File: config.mk
export PLATFORM = sky130hd
export DESIGN_NAME = apb_master_ctrl
export DESIGN_NICKNAME = d
export VERILOG_FILES = /design/src/rtl/apb_ctrl_pkg.sv /design/src/rtl/rr_arbiter_2.sv /design/src/rtl/apb_master_ctrl.sv
export SDC_FILE = /design/constraint.sdc
export NUM_CORES = 1
export LEC_CHECK = 0
export ABC_CLOCK_PERIOD_IN_PS = 2100
export CAP_MARGIN = 10
export CORE_MARGIN = 2
export CORE_UTILIZATION = 40
export CTS_CLUSTER_SIZE = 20
export DETAILED_ROUTE_END_ITERATION = 8
export PLACE_DENSITY = 0.85
export SLEW_MARGIN = 20
export SYNTH_ARGS = -nofsm -noshare
export SYNTH_HDL_FRONTEND = slang
export SYNTH_SLANG_ARGS = --single-unit
File: constraint.sdc
create_clock -name clk -period 2.1 [get_ports clk]
set_clock_uncertainty 0.2 [all_clocks]
set_input_delay 0.21 -clock clk [delete_from_list [all_inputs] [get_ports clk]]
set_output_delay 0.21 -clock clk [all_outputs]
set_load 0.1 [all_outputs]
File: src/rtl/apb_ctrl_pkg.sv
// Shared types and default sizing for the APB master controller.
// The unmapped slave window is the one the interconnect never answers.
package apb_ctrl_pkg;
  typedef enum logic [1:0] {IDLE, SETUP, ACCESS} state_t;

  localparam int DEF_ADDR_W  = 12;
  localparam int DEF_DATA_W  = 32;
  localparam int DEF_TIMEOUT = 16;

  localparam logic [2:0] UNMAPPED_WIN = 3'd0;
endpackage

File: src/rtl/rr_arbiter_2.sv
// Two-way round-robin arbiter: a lone request wins outright, a tie goes to the
// requester that was not granted last. The pointer moves only on an accepted grant.
module rr_arbiter_2 (
  input  logic       clk,
  input  logic       rst,
  input  logic [1:0] req,
  input  logic       adv,
  output logic [1:0] gnt
);
  logic last;  // 1 = requester 1 won the previous grant

  always_comb begin
    gnt = 2'b00;
    case (req)
      2'b01:   gnt = 2'b01;
      2'b10:   gnt = 2'b10;
      2'b11:   gnt = last ? 2'b01 : 2'b10;
      default: gnt = 2'b00;
    endcase
  end

  always_ff @(posedge clk) begin
    if (rst) begin
      last <= 1'b1;
    end else if (adv && (|gnt)) begin
      last <= gnt[1];
    end
  end
endmodule

File: src/rtl/apb_master_ctrl.sv
// APB master: arbitrates two requesters and runs each transfer through
// IDLE -> SETUP -> ACCESS, aborting an ACCESS phase that outlasts TIMEOUT cycles.
module apb_master_ctrl
  import apb_ctrl_pkg::*;
#(
  parameter int ADDR_W  = DEF_ADDR_W,
  parameter int DATA_W  = DEF_DATA_W,
  parameter int TIMEOUT = DEF_TIMEOUT
) (
  input  logic                clk,
  input  logic                rst,
  input  logic [1:0]          req,
  input  logic [1:0]          req_wr,
  input  logic [2*ADDR_W-1:0] req_addr,
  input  logic [2*DATA_W-1:0] req_wdata,
  output logic [1:0]          gnt,
  output logic [1:0]          rsp_valid,
  output logic [DATA_W-1:0]   rsp_rdata,
  output logic                rsp_err,
  output logic [ADDR_W-1:0]   paddr,
  output logic                pwrite,
  output logic                psel,
  output logic                penable,
  output logic [DATA_W-1:0]   pwdata,
  input  logic [DATA_W-1:0]   prdata,
  input  logic                pready,
  input  logic                pslverr
);
  localparam int CNT_W = $clog2(TIMEOUT);

  state_t             state, state_nxt;
  logic [1:0]         arb_gnt;
  logic               arb_adv;
  logic               owner;
  logic [CNT_W-1:0]   wait_cnt;
  logic               done, abort;
  logic [ADDR_W-1:0]  sel_addr;
  logic [DATA_W-1:0]  sel_wdata;
  logic               sel_wr;

  rr_arbiter_2 u_arb (
    .clk (clk),
    .rst (rst),
    .req (req),
    .adv (arb_adv),
    .gnt (arb_gnt)
  );

  // Grants are only offered while idle and never while reset is held.
  assign arb_adv = (state == IDLE) && !rst;
  assign gnt     = arb_adv ? arb_gnt : 2'b00;

  assign sel_addr  = gnt[1] ? req_addr[ADDR_W +: ADDR_W]   : req_addr[0 +: ADDR_W];
  assign sel_wdata = gnt[1] ? req_wdata[DATA_W +: DATA_W] : req_wdata[0 +: DATA_W];
  assign sel_wr    = gnt[1] ? req_wr[1] : req_wr[0];

  assign psel    = (state != IDLE);
  assign penable = (state == ACCESS);

  always_comb begin
    state_nxt = state;
    done      = 1'b0;
    abort     = 1'b0;
    case (state)
      IDLE:   if (|gnt) state_nxt = SETUP;
      SETUP:  state_nxt = ACCESS;
      ACCESS: begin
        // pready wins over the timeout when both land in the same cycle.
        done  = pready;
        abort = !pready && (wait_cnt == CNT_W'(TIMEOUT - 1));
        if (done || abort) state_nxt = IDLE;
      end
      default: state_nxt = IDLE;
    endcase
  end

  always_ff @(posedge clk) begin
    if (rst) begin
      state     <= IDLE;
      paddr     <= '0;
      pwrite    <= 1'b0;
      pwdata    <= '0;
      owner     <= 1'b0;
      wait_cnt  <= '0;
      rsp_valid <= 2'b00;
      rsp_rdata <= '0;
      rsp_err   <= 1'b0;
    end else begin
      state     <= state_nxt;
      rsp_valid <= 2'b00;
      if (|gnt) begin
        paddr  <= sel_addr;
        pwdata <= sel_wdata;
        pwrite <= sel_wr;
        owner  <= gnt[1];
      end
      if (state == SETUP) begin
        wait_cnt <= '0;
      end else if ((state == ACCESS) && !pready) begin
        wait_cnt <= wait_cnt + CNT_W'(1);
      end
      if (done || abort) begin
        rsp_valid <= owner ? 2'b10 : 2'b01;
        rsp_rdata <= (done && !pwrite) ? prdata : '0;
        rsp_err   <= done ? pslverr : 1'b1;
      end
    end
  end
endmodule

==> impl_results.md <==
* Max Freq at 488.5 MHz
* Most used DFF post-synth: dfxtp_1
* # fillers at 788
* Sequential fraction of the synthesis area at 44.17%
* RR Startpoint: state[0]$_SDFFE_PP0P_
* Vias at 4,095
* Fraction of layout cells with a size suffix above 1 at 28.88%
* Iter 0 DRT Violations at 248
* Min Tclk post-route at 2.047 ns
* Core Area at 9729 um^2
* Met1 global-route usage at 27.47%
* Area occupied by multi-input gates at 1979 um^2
* WL final at 12,550 um
* CTS tree: built
* Nets at 723
* WP data required at 1.69 ns
* DRC Markers at 0
* Vias in the first global route at 4,022
* Hold-fix buffers, CTS at 0
* Crit path kind: flop to output pin
* Routability cong. at 0.7974
* Final clock period utilization by the worst path at 97.49%
* Endpoint class of the critical path: output pin
* Full die area at 10,790 um^2
* Busiest layer in global routing: met2
* Worst hold start: pslverr
* Sequential Area at 1765 um^2
* Largest net degree at the start of global routing at 92
* Post-synth ARST share at 0%
* Yosys warning count at 0
* I/O pin count at 212
* Leakage dissipation at 2.336 nW
* IR drop worst, VDD at 0.3846 mV
* Antenna Nets Post-Route at 0
* Row cnt at 36
* Critical path cell sequence: or3_4, buf_8, nor2_4, buf_12
* Port bufs at 211
* Crit-path max FO at 20
* Worst hold path type: input port to flop
* Max-cap viol count at 0
* Syn_area_per_cell at 9.947 um^2
* Final core occ at 64.74%
* Buf/Inv on CP at 2
* Synth-to-layout area growth at 57.90%
* DRT Pass-1 Iters at 6
* Critical-path top delay cell: or3_4
* Starting Density at 41.00%
* Grt met2 use at 38.58%
* Vias per std cell at 5.594
* RSZ-0062 raised after global routing: no
* Clock Sinks at 88
* Routing usage on met3 at 5.201%
* Mapped Area at 3989 um^2
* Library cells used by synthesis at 41
* Critical Path Start: state[0]$_SDFFE_PP0P_
* Post-synthesis cell count at 401
* CTS root buf: clkbuf_8
* Worst-skew pair later-pin latency at 0.35 ns
* Reg clk slew, reported paths at 0.09 ns
* Hold WS at 0.2319 ns
* Antenna cells at 0
* Final setup violation count at 0
* Number of synthesized register bits at 88
* Slew @ Worst Pin at 0.7346 ns
* Clock Path Buffers at 2
* Critical Path Start Type: flop
* Post-synth EDFFs at 0
* GRT Total Usage at 22.21%
* Die Ht at 103.9 um
* Final Slew Violations at 0
* Num CTS Buffers at 9
* Final hold vios at 0
* Die X at 103.9 um
* Initial antenna violation count at 0
* Average wire per standard cell at 17.14 um
* Setup TNS at 0 ns
* H-tree Lvls at 3
* First-pass GRT wire length at 20,000 um
* Power Density at 769.1 nW/um^2
* Crit path DAT at 1.64 ns
* Max incr delay on CP at 0.41 ns
* Post-DP HPWL at 8949 um
* Grt total ovfl at 0
* Top cell family by delay on the critical path: simple AND/OR/NAND/NOR gates
* Net Count, Synth at 530
* Max_slew headroom at 51.03%
* Outcome: finished, final reports clean
==> repair_timing <==
action                                  4_1_cts  5_1_grt
endpoints found under the setup margin        2        1
hold endpoints to repair                      0        0
setup buffers                                 0        3
pin swaps                                     1        0
resized for setup                             3        0
==> cell usage in the layout (no fill, tap or decap), drive strengths merged, types with 8 or more instances in the layout <==
master	count
a311oi	47
clkdlybuf4s50	126
clkbuf	10
nand3	46
inv	8
o21ai	46
dfxtp	88
buf	105
a22o	32
a21oi	51
==> through the flow <==
stage               instances  power [W]  worst slack (ns)  cell area [um^2]
detailed placement        713   0.003685           -0.1236              6065
global placement          713   0.003657          -0.04271              6065
CTS                       729   0.004870          0.005686              6276
floorplan                 401   0.003139           -0.1141              4016
finish                    732   0.004844           0.05273              6299
global route              732   0.005035          0.004381              6299
==> worst reg2reg max path: cells and delay by family, from the launching register on <==
kind | cells | cell delay (ns)
simple gates | 2 | 0.89
flops | 1 | 0.38
compound gates | 1 | 0.25
==> logic make-up (layout without fill, tap and decap cells) <==
kind of cell | count (synthesis) | in the layout | synth area share [%]
muxes | 1 | 1 | 0.2510
and+or+nand+nor | 68 | 68 | 9.473
DFF | 88 | 88 | 44.17
AOI/OAI and AO/OA | 189 | 189 | 38.52
adders and majority gates | 1 | 1 | 0.3136
buffers and inverters | 54 | 252 | 7.277
==> state kept, by name, summed over array words and instances (netlist names) <==
name / cells
state: 2
pwdata: 32
wait_cnt: 4
rsp_valid: 2
rsp_rdata: 32
rsp_err: 1
pwrite: 1
u_arb.last: 1
paddr: 12
owner: 1
==> final timing paths <==
| check | to | slack [ns] | cells after the start |
|---|---|---|---|
| min reg2reg | rsp_valid[0]$_SDFF_PP0_ | 0.26 | 1 |
| max | gnt[1] | 0.05 | 4 |
| max reg2reg | paddr[4]$_SDFFE_PP0P_ | 0.22 | 3 |
| min | rsp_err$_SDFFE_PP0P_ | 0.23 | 3 |
==> cells in the mapped netlist (2+ instances only) <==
master	number	share of area, %
buf_2	28	3.5
clkbuf_1	13	1.2
a311oi_1	8	1.8
inv_1	5	0.47
nand2b_1	3	0.47
or3_1	2	0.31
nand3_1	46	5.8
nor2_1	3	0.28
o21ai_1	46	5.8
a22o_1	32	7.0
a21oi_1	50	6.3
nor2b_1	2	0.31
a311oi_2	39	15
buf_6	7	2.0
o211ai_1	2	0.38
o21bai_1	2	0.38
nand2_1	2	0.19
dfxtp_1	88	44
==> layer usage <==
layer,share of wire [%],routed length [um]
met5,0,0
met4,1.9,238
met3,7.2,898
met2,48,6063
met1,43,5349
==> power breakdown <==
group	internal, W	switching (W)
clock	0.000568	0.000620
combinational	0.000578	0.00123
sequential	0.00178	0.0000713
total	0.00292	0.00192
==> final cells by class <==
cell class              count  share of cell area, %
flip-flops and latches     88                  28.03
inverters                   5                 0.2980
clock inverters             6                  1.172
clock buffers              10                  2.026
repair buffers            231                  34.41
well taps                 133                  2.642
multi-input cells         259                  31.43
(Power assumes the default switching activity.)
